`src/rtl/ifu_pkg.sv`:
```
// Shared types and constants for the instruction fetch unit.
package ifu_pkg;

  localparam int AW    = 5;
  localparam int IW    = 16;
  localparam int DEPTH = 1 << AW;
  localparam logic [IW-1:0] HALT_INST = 16'hFFFF;

  typedef enum logic [1:0] {IDLE, RUN, HALT, STEP_WAIT} ifu_state_t;
  typedef logic [AW-1:0] iaddr_t;
  typedef logic [IW-1:0] inst_t;

  // Retirement counter sticks at all-ones instead of wrapping.
  function automatic logic [15:0] sat_inc(input logic [15:0] v);
    return (v == 16'hFFFF) ? v : v + 16'd1;
  endfunction

endpackage

```
`src/rtl/inst_mem.sv`:
```
// Instruction store: synchronous write, asynchronous read so the datapath
// sees the instruction at the PC in the same cycle.
module inst_mem
  import ifu_pkg::*;
(
  input  logic          clk,
  input  logic          we,
  input  logic [AW-1:0] waddr,
  input  logic [IW-1:0] wdata,
  input  logic [AW-1:0] raddr,
  output logic [IW-1:0] rdata
);

  logic [IW-1:0] mem_array [DEPTH];

  always_ff @(posedge clk) begin
    if (we) mem_array[waddr] <= wdata;
  end

  assign rdata = mem_array[raddr];

endmodule

```
`src/rtl/inst_fetch_unit.sv`:
```
// PC, instruction store and IDLE/RUN/HALT execution gate.
// Optional single-step mode is enabled with `define STEP_MODE_EN.
module inst_fetch_unit
  import ifu_pkg::*;
(
  input  logic          clk,
  input  logic          reset_n,
  input  logic          start,
`ifdef STEP_MODE_EN
  input  logic          step,
`endif
  input  logic          load_valid,
  output logic          load_ready,
  input  logic [AW-1:0] load_addr,
  input  logic [IW-1:0] load_data,
  input  logic [AW-1:0] next_inst_addr,
  output logic [IW-1:0] curr_inst,
  output logic [AW-1:0] curr_inst_addr,
  output logic          exec_en,
  output logic          halted,
  output logic [15:0]   retired
);

  ifu_state_t    state_reg;
  logic [AW-1:0] pc_reg;
  logic [15:0]   retired_reg;
  logic          is_halt;
  logic          commit_slot;

`ifdef STEP_MODE_EN
  logic step_prev_reg;
  logic step_fire;
  assign step_fire = step & ~step_prev_reg;
`endif

  inst_mem u_inst_mem (
    .clk   (clk),
    .we    (load_valid & load_ready),
    .waddr (load_addr),
    .wdata (load_data),
    .raddr (pc_reg),
    .rdata (curr_inst)
  );

  assign is_halt = (curr_inst == HALT_INST);

  // A commit slot is a cycle in which the current instruction may retire;
  // the halt encoding turns it into a transition instead.
`ifdef STEP_MODE_EN
  assign commit_slot = (state_reg == RUN) || ((state_reg == STEP_WAIT) && step_fire);
`else
  assign commit_slot = (state_reg == RUN);
`endif

  assign exec_en        = commit_slot & ~is_halt;
  assign load_ready     = (state_reg == IDLE) || (state_reg == HALT);
  assign halted         = (state_reg == HALT);
  assign curr_inst_addr = pc_reg;
  assign retired        = retired_reg;

  always_ff @(posedge clk or negedge reset_n) begin
    if (!reset_n) begin
      state_reg   <= IDLE;
      pc_reg      <= '0;
      retired_reg <= '0;
`ifdef STEP_MODE_EN
      step_prev_reg <= 1'b0;
`endif
    end else begin
`ifdef STEP_MODE_EN
      step_prev_reg <= step;
`endif
      unique case (state_reg)
        IDLE: begin
`ifdef STEP_MODE_EN
          if (start) state_reg <= STEP_WAIT;
`else
          if (start) state_reg <= RUN;
`endif
        end
        RUN, STEP_WAIT: begin
          if (commit_slot) begin
            if (is_halt) begin
              state_reg <= HALT;
            end else begin
              pc_reg      <= next_inst_addr;
              retired_reg <= sat_inc(retired_reg);
            end
          end
        end
        HALT: begin
          if (start) begin
            state_reg   <= IDLE;
            pc_reg      <= '0;
            retired_reg <= '0;
          end
        end
      endcase
    end
  end

endmodule

```
`config.mk`:
```
export PLATFORM = sky130hd
export DESIGN_NAME = inst_fetch_unit
export DESIGN_NICKNAME = d
export VERILOG_FILES = /design/src/rtl/ifu_pkg.sv /design/src/rtl/inst_mem.sv /design/src/rtl/inst_fetch_unit.sv
export SDC_FILE = /design/constraint.sdc
export NUM_CORES = 1
export LEC_CHECK = 0
export ABC_AREA = 1
export BUFFER_PORTS_ARGS = -buffer_cell sky130_fd_sc_hd__buf_4
export CAP_MARGIN = 40
export CORE_UTILIZATION = 45
export DETAILED_ROUTE_END_ITERATION = 10
export MAX_ROUTING_LAYER = met4
export PLACE_DENSITY = 0.68
export SLEW_MARGIN = 20
export SYNTH_ARGS = -nofsm -noshare
export SYNTH_HDL_FRONTEND = slang
export SYNTH_SLANG_ARGS = --single-unit
```
`constraint.sdc`:
```
create_clock -name clk -period 3.89 [get_ports clk]
set_clock_uncertainty 0.2 [all_clocks]
set_input_delay 0.389 -clock clk [delete_from_list [all_inputs] [get_ports clk]]
set_output_delay 0.389 -clock clk [all_outputs]
set_load 0.1 [all_outputs]
```
=== Yosys cells after proc, flatten, opt, wreduce, memory -nomap -nowiden ===
Memories as Yosys holds them, arrays and structs flattened.
Index checks and enable logic that the tools add are counted.

* $add $sub $neg: 1
* Multipliers: 0
* Div/mod/pow operators: 0
* $lt $le $gt $ge: 0
* Equality and inequality tests: 11
* Shift operators: 0
* Mux-type cells: 16
* Bitwise gates (word level): 3
* Reductions and logical operators: 7

{| class="wikitable"
|+ Operators with widths
! kind !! number
|-
| two-way mux 16 bit || 4
|-
| == test 16 bit, second input constant || 2
|-
| case mux 16 bit (2 select lines) || 1
|-
| adder 16 x 1 -> 16 bit, second input constant || 1
|-
| two-way mux 5 bit || 3
|-
| != test 2 bit, second input constant || 6
|-
| case mux 5 bit (2 select lines) || 1
|-
| two-way mux 2 bit || 4
|-
| AND reduction 4 bit || 2
|-
| case mux 2 bit (3 select lines) || 1
|-
| AND reduction 5 bit || 1
|-
| == test 2 bit, second input constant || 2
|-
| AND 1 bit || 2
|-
| == test 2 x 1 -> 1 bit, second input constant || 1
|-
| logical NOT 2 bit || 1
|-
| two-way mux 1 bit || 2
|-
| nonzero test 2 bit || 1
|-
| OR reduction 2 bit || 1
|-
| logical OR 1 bit || 1
|-
| inverter 1 bit || 1
|}

* Flip-flop bits (word level): 23
* Latch bits: 0
* RAM bits: 512
* Memory bits (read-only): 0
* Input port bits: 30
* Logic and storage cells: 42
* Memories: 1

{| class="wikitable"
|+ Memories
! memory !! depth !! bits a word !! read ports !! clocked after memory_dff !! wr ports !! line !! RTL
|-
| u_inst_mem.mem_array || 32 || 16 || 1 || 0 || 1 || inst_mem.sv:14 || <nowiki>logic [IW-1:0] mem_array [DEPTH];</nowiki>
|}

=== Longest topological paths before layout ===
* Depth in word-level cells: 5
* Mapped depth: 19

=== Modules after synthesis ===
From an unflattened synthesis, not the netlist that was laid out.

* Cells, all modules: 2,010
* Area total of the unflattened synthesis: 22,537.9 sq um

{| class="wikitable"
|+ By module, submodules not included
! module !! times used !! cells an instance !! area each (sq um) !! seq. area each (sq um)
|-
| inst_mem || 1 || 1,778 || 20,981.4 || 15,374.7
|-
| inst_fetch_unit || 1 || 232 || 1,556.5 || 575.6
|}

=== Least setup slack after synthesis ===
OpenSTA, ideal clock, no wires.

* Path kind: reg-to-output
* Start: reg pc_reg[1], in the netlist curr_inst_addr[1]
* End: out exec_en
* Arrival: 2.860 ns
* Data required time: 3.301 ns
* Path slack: 0.441 ns
* Cell stages (with the launch flop): 15
* Buffers on the path: 2
* Cells stage by stage: dfrtp_1 -> buf_2 -> buf_1 -> nand3_1 -> nand3_1 -> nand2_1 -> nand2_1 -> nand3_1 -> nand2_1 -> nor2_1 -> nand2_1 -> nor2_1 -> nand2_1 -> nand2_1 -> inv_1

* Word-level cells in the longest chain between the ends: 4

{| class="wikitable"
|+ Ends and longest elaborated chain
! what !! line !! RTL
|-
| start: declaration || inst_fetch_unit.sv:25 || <nowiki>logic [AW-1:0] pc_reg;</nowiki>
|-
| start signal: assignment || inst_fetch_unit.sv:86 || <nowiki>pc_reg <= next_inst_addr;</nowiki>
|-
| memory (32 x 16 bit) || -- ||
|-
| == test 16 bit || inst_fetch_unit.sv:45 || <nowiki>assign is_halt = (curr_inst == HALT_INST);</nowiki>
|-
| inverter 1 bit || inst_fetch_unit.sv:55 || <nowiki>assign exec_en = commit_slot & ~is_halt;</nowiki>
|-
| AND 1 bit || inst_fetch_unit.sv:55 ||
|-
| end: declaration || inst_fetch_unit.sv:19 || <nowiki>output logic exec_en,</nowiki>
|}

No other way between the ends.

=== Worst setup path after layout ===
* Start: reg pc_reg[0], in the netlist curr_inst_addr[0]
* End: out exec_en

Same word-level chain as after synthesis.

==> results.json <==
{
  "status": "completed",
  "ys_types": 29,
  "wl_per_cell_um": 22.2,
  "layout-drive-gt1-share_pct": 12.0,
  "endpoint_kind": "output port",
  "largest_register_ff_count": 512,
  "dpl_cell_area_um2": 23700,
  "post-route-period-util_pct": 97.7,
  "dr.first_iter.drc_count": 2062,
  "whs_ns": 0.0176,
  "critPathArrivalTime_ns": 3.21,
  "die_w_um": 225,
  "cts_max_level": 2,
  "synth-seq-cells": 535,
  "drv_cap": 0,
  "fin_area_um2": 26000,
  "min_period_ns": 3.80,
  "grt_pass1_vias": 15200,
  "synth_cells": 1988,
  "vdd_drop_max_mv": 0.881,
  "io_pins": 70,
  "post-route-drc-count": 0,
  "tightestPinTransition_ns": 0.774,
  "ys_top_cells_by_area": "edfxtp_1 (69%), nand2_1 (12%), nand3_1 (9.5%)",
  "syn_area_um2": 22300,
  "hold_viol": 0,
  "routed_wl_um": 62100,
  "startpoint_type": "flip-flop",
  "regArea_um2": 16000,
  "setup_violations": 0,
  "core_region_area_um2": 49000,
  "start_util_pct": 45.6,
  "cts_made_buffers": 55,
  "p_per_area_nw_per_um2": 789,
  "drtPass1Iterations": 6,
  "fmax_ghz": 0.263,
  "final_nets": 2128,
  "multi_input_area_um2": 5620,
  "syn_area_per_cell_um2": 11.2,
  "ant_nets": 0,
  "die_area_um2": 50500,
  "vias_per_cell": 5.62,
  "dpl.hpwl_um": 34200,
  "clkTransAtPathRegs_ns": 0.07,
  "final_cell_mix": "nand2_1 (731), edfxtp_1 (512), nand3_1 (420), buf_4 (121), nor2_1 (70)",
  "clock_latency_ns": 0.61,
  "grt_max_degree": 64,
  "ctsRootBufferMaster": "clkbuf_16",
  "seq_area_frac_synth_pct": 71.4,
  "report.final.slew_viol_count": 0,
  "path_max_fanout": 15,
  "grt_pass1_wl_um": 91700,
  "hold_path.class": "input pin to async pin",
  "clk_path_buf_depth": 3,
  "die_h_um": 225,
  "yosysTopAreaCellShare_pct": 68.8,
  "grt-ovfl-total": 0,
  "p_leak_nw": 9.78,
  "syn_to_final_growth_pct": 16.2,
  "crit_type": "flip-flop to output port",
  "vias": 15700,
  "cts_sinks": 535,
  "synth_top_area_cell": "edfxtp_1",
  "rows": 81,
  "required_ns": 3.30,
  "slew_headroom_pct": 48.2,
  "port-buffer-count": 69,
  "synth.net_count": 2023,
  "cts_tree": "built",
  "place.gp.congestion": 0.932,
  "grt_usage_pct": 25.0,
  "fill_cells": 4074,
  "antenna_found_initial": 1,
  "yosysWarnings": 0,
  "final_common_cell": "nand2_1"
}
-- metal layers --
layer  up-vias  global-route usage [%]  routed length, um
met5         -                       -                  0
li1       7116                       -                  -
met1      7607                    32.7              24700
met3       147                    3.67               5730
met4         0                    9.77               2300
met2       877                    39.6              29400
-- layout make-up --
type | instances | area share [%]
Inverter | 44 | 0.747
Timing Repair inverter | 2 | 0.106
Antenna cell | 1 | 0.00964
Multi-Input combinational cell | 1295 | 21.7
Clock inverter | 31 | 0.839
Clock buffer | 71 | 5.53
Sequential cell | 535 | 61.5
Timing Repair Buffer | 160 | 6.41
Tap cell | 664 | 3.20
-- report_power, final --
group          switching [mW]  internal [mW]  total, mW
combinational            6.62           2.40       9.01
clock                    2.17           2.74       4.91
sequential              0.125           6.44       6.56
total                    8.91           11.6       20.5
-- cells by family (layout without fill, tap and decap cells) --
group	after synthesis	count (layout)	share of synthesized area [%]
and+or+nand+nor	1263	1263	24.0
other	0	1	0
adders and majority gates	5	5	0.280
AOI/OAI and AO/OA	25	25	0.616
DFF	535	535	71.4
buffers and inverters	158	308	3.63
xor gates and xnor gates	2	2	0.0784
-- worst max-delay path, cell delays in order (launching register included) --
cell       delay, ns
dfrtp_4         0.48
buf_12          0.18
clkinv_16       0.15
buf_16          0.17
nand2_1         0.06
nand3_1         0.07
nand3_1         0.08
nand2_1         0.09
nand2_1         0.10
nand3_1         0.26
nand2_1         0.14
nor2_1          0.10
nand2_1         0.06
nor2_1          0.16
nand2_1         0.10
nand2_2         0.11
inv_1           0.08
buf_6           0.18
-- worst paths after layout --
check / startpoint / endpoint / slack (ns) / depth (start not counted)
min in group clk: load_data[14] / u_inst_mem.mem_array[2][14] / 0.03 / 1
hold reg to reg: retired[3] / retired[3] / 0.31 / 2
hold / removal: reset_n / retired[3] / 0.02 / 2
max in group asynchronous: reset_n / curr_inst_addr[0] / 3.19 / 2
setup reg to reg: curr_inst_addr[0] / retired[5] / 0.70 / 18
setup / recovery: curr_inst_addr[0] / exec_en / 0.09 / 17
-- cells in the mapped netlist --
cell      number
buf_4         32
or2_2          1
buf_2         33
inv_1         41
dfrtp_1       23
ha_1           5
o21ai_0       10
buf_1         19
o22ai_1        1
a22oi_1        1
nand3_1      425
clkbuf_1      23
a221oi_1       1
a21boi_1       1
nor2_1        72
inv_2          2
nand3_4        2
o21a_1         1
nand4_1       17
nor4_1         1
nand2_1      737
o21ai_1        4
buf_6          7
nor3_1         6
nor2_2         2
clkinv_4       1
xnor2_1        2
a21oi_1        6
edfxtp_1     512
-- through the flow --
step                util [%]  setup WS, ns  setup TNS (ns)  cells  total power, mW
global route            53.0       -0.0182         -0.0182   2802             21.3
detailed placement      48.4         0.486               0   2673             14.8
global placement        48.4         0.487               0   2673             14.8
CTS                     52.4       0.00702               0   2791             20.0
floorplan                  -         0.441               0   1988             12.5
finish                  53.0        0.0892               0   2803             20.5
-- what timing repair did --
action | CTS | global route
resized for setup | 11 | 31
pin swaps | 0 | 2
hold buffers | 8 | 0
gates cloned | 4 | 7
hold endpoints to repair | 40 | 0
buffers inserted | 4 | 4
endpoints found under the setup margin | 1 | 1
(Power assumes the default switching activity.)
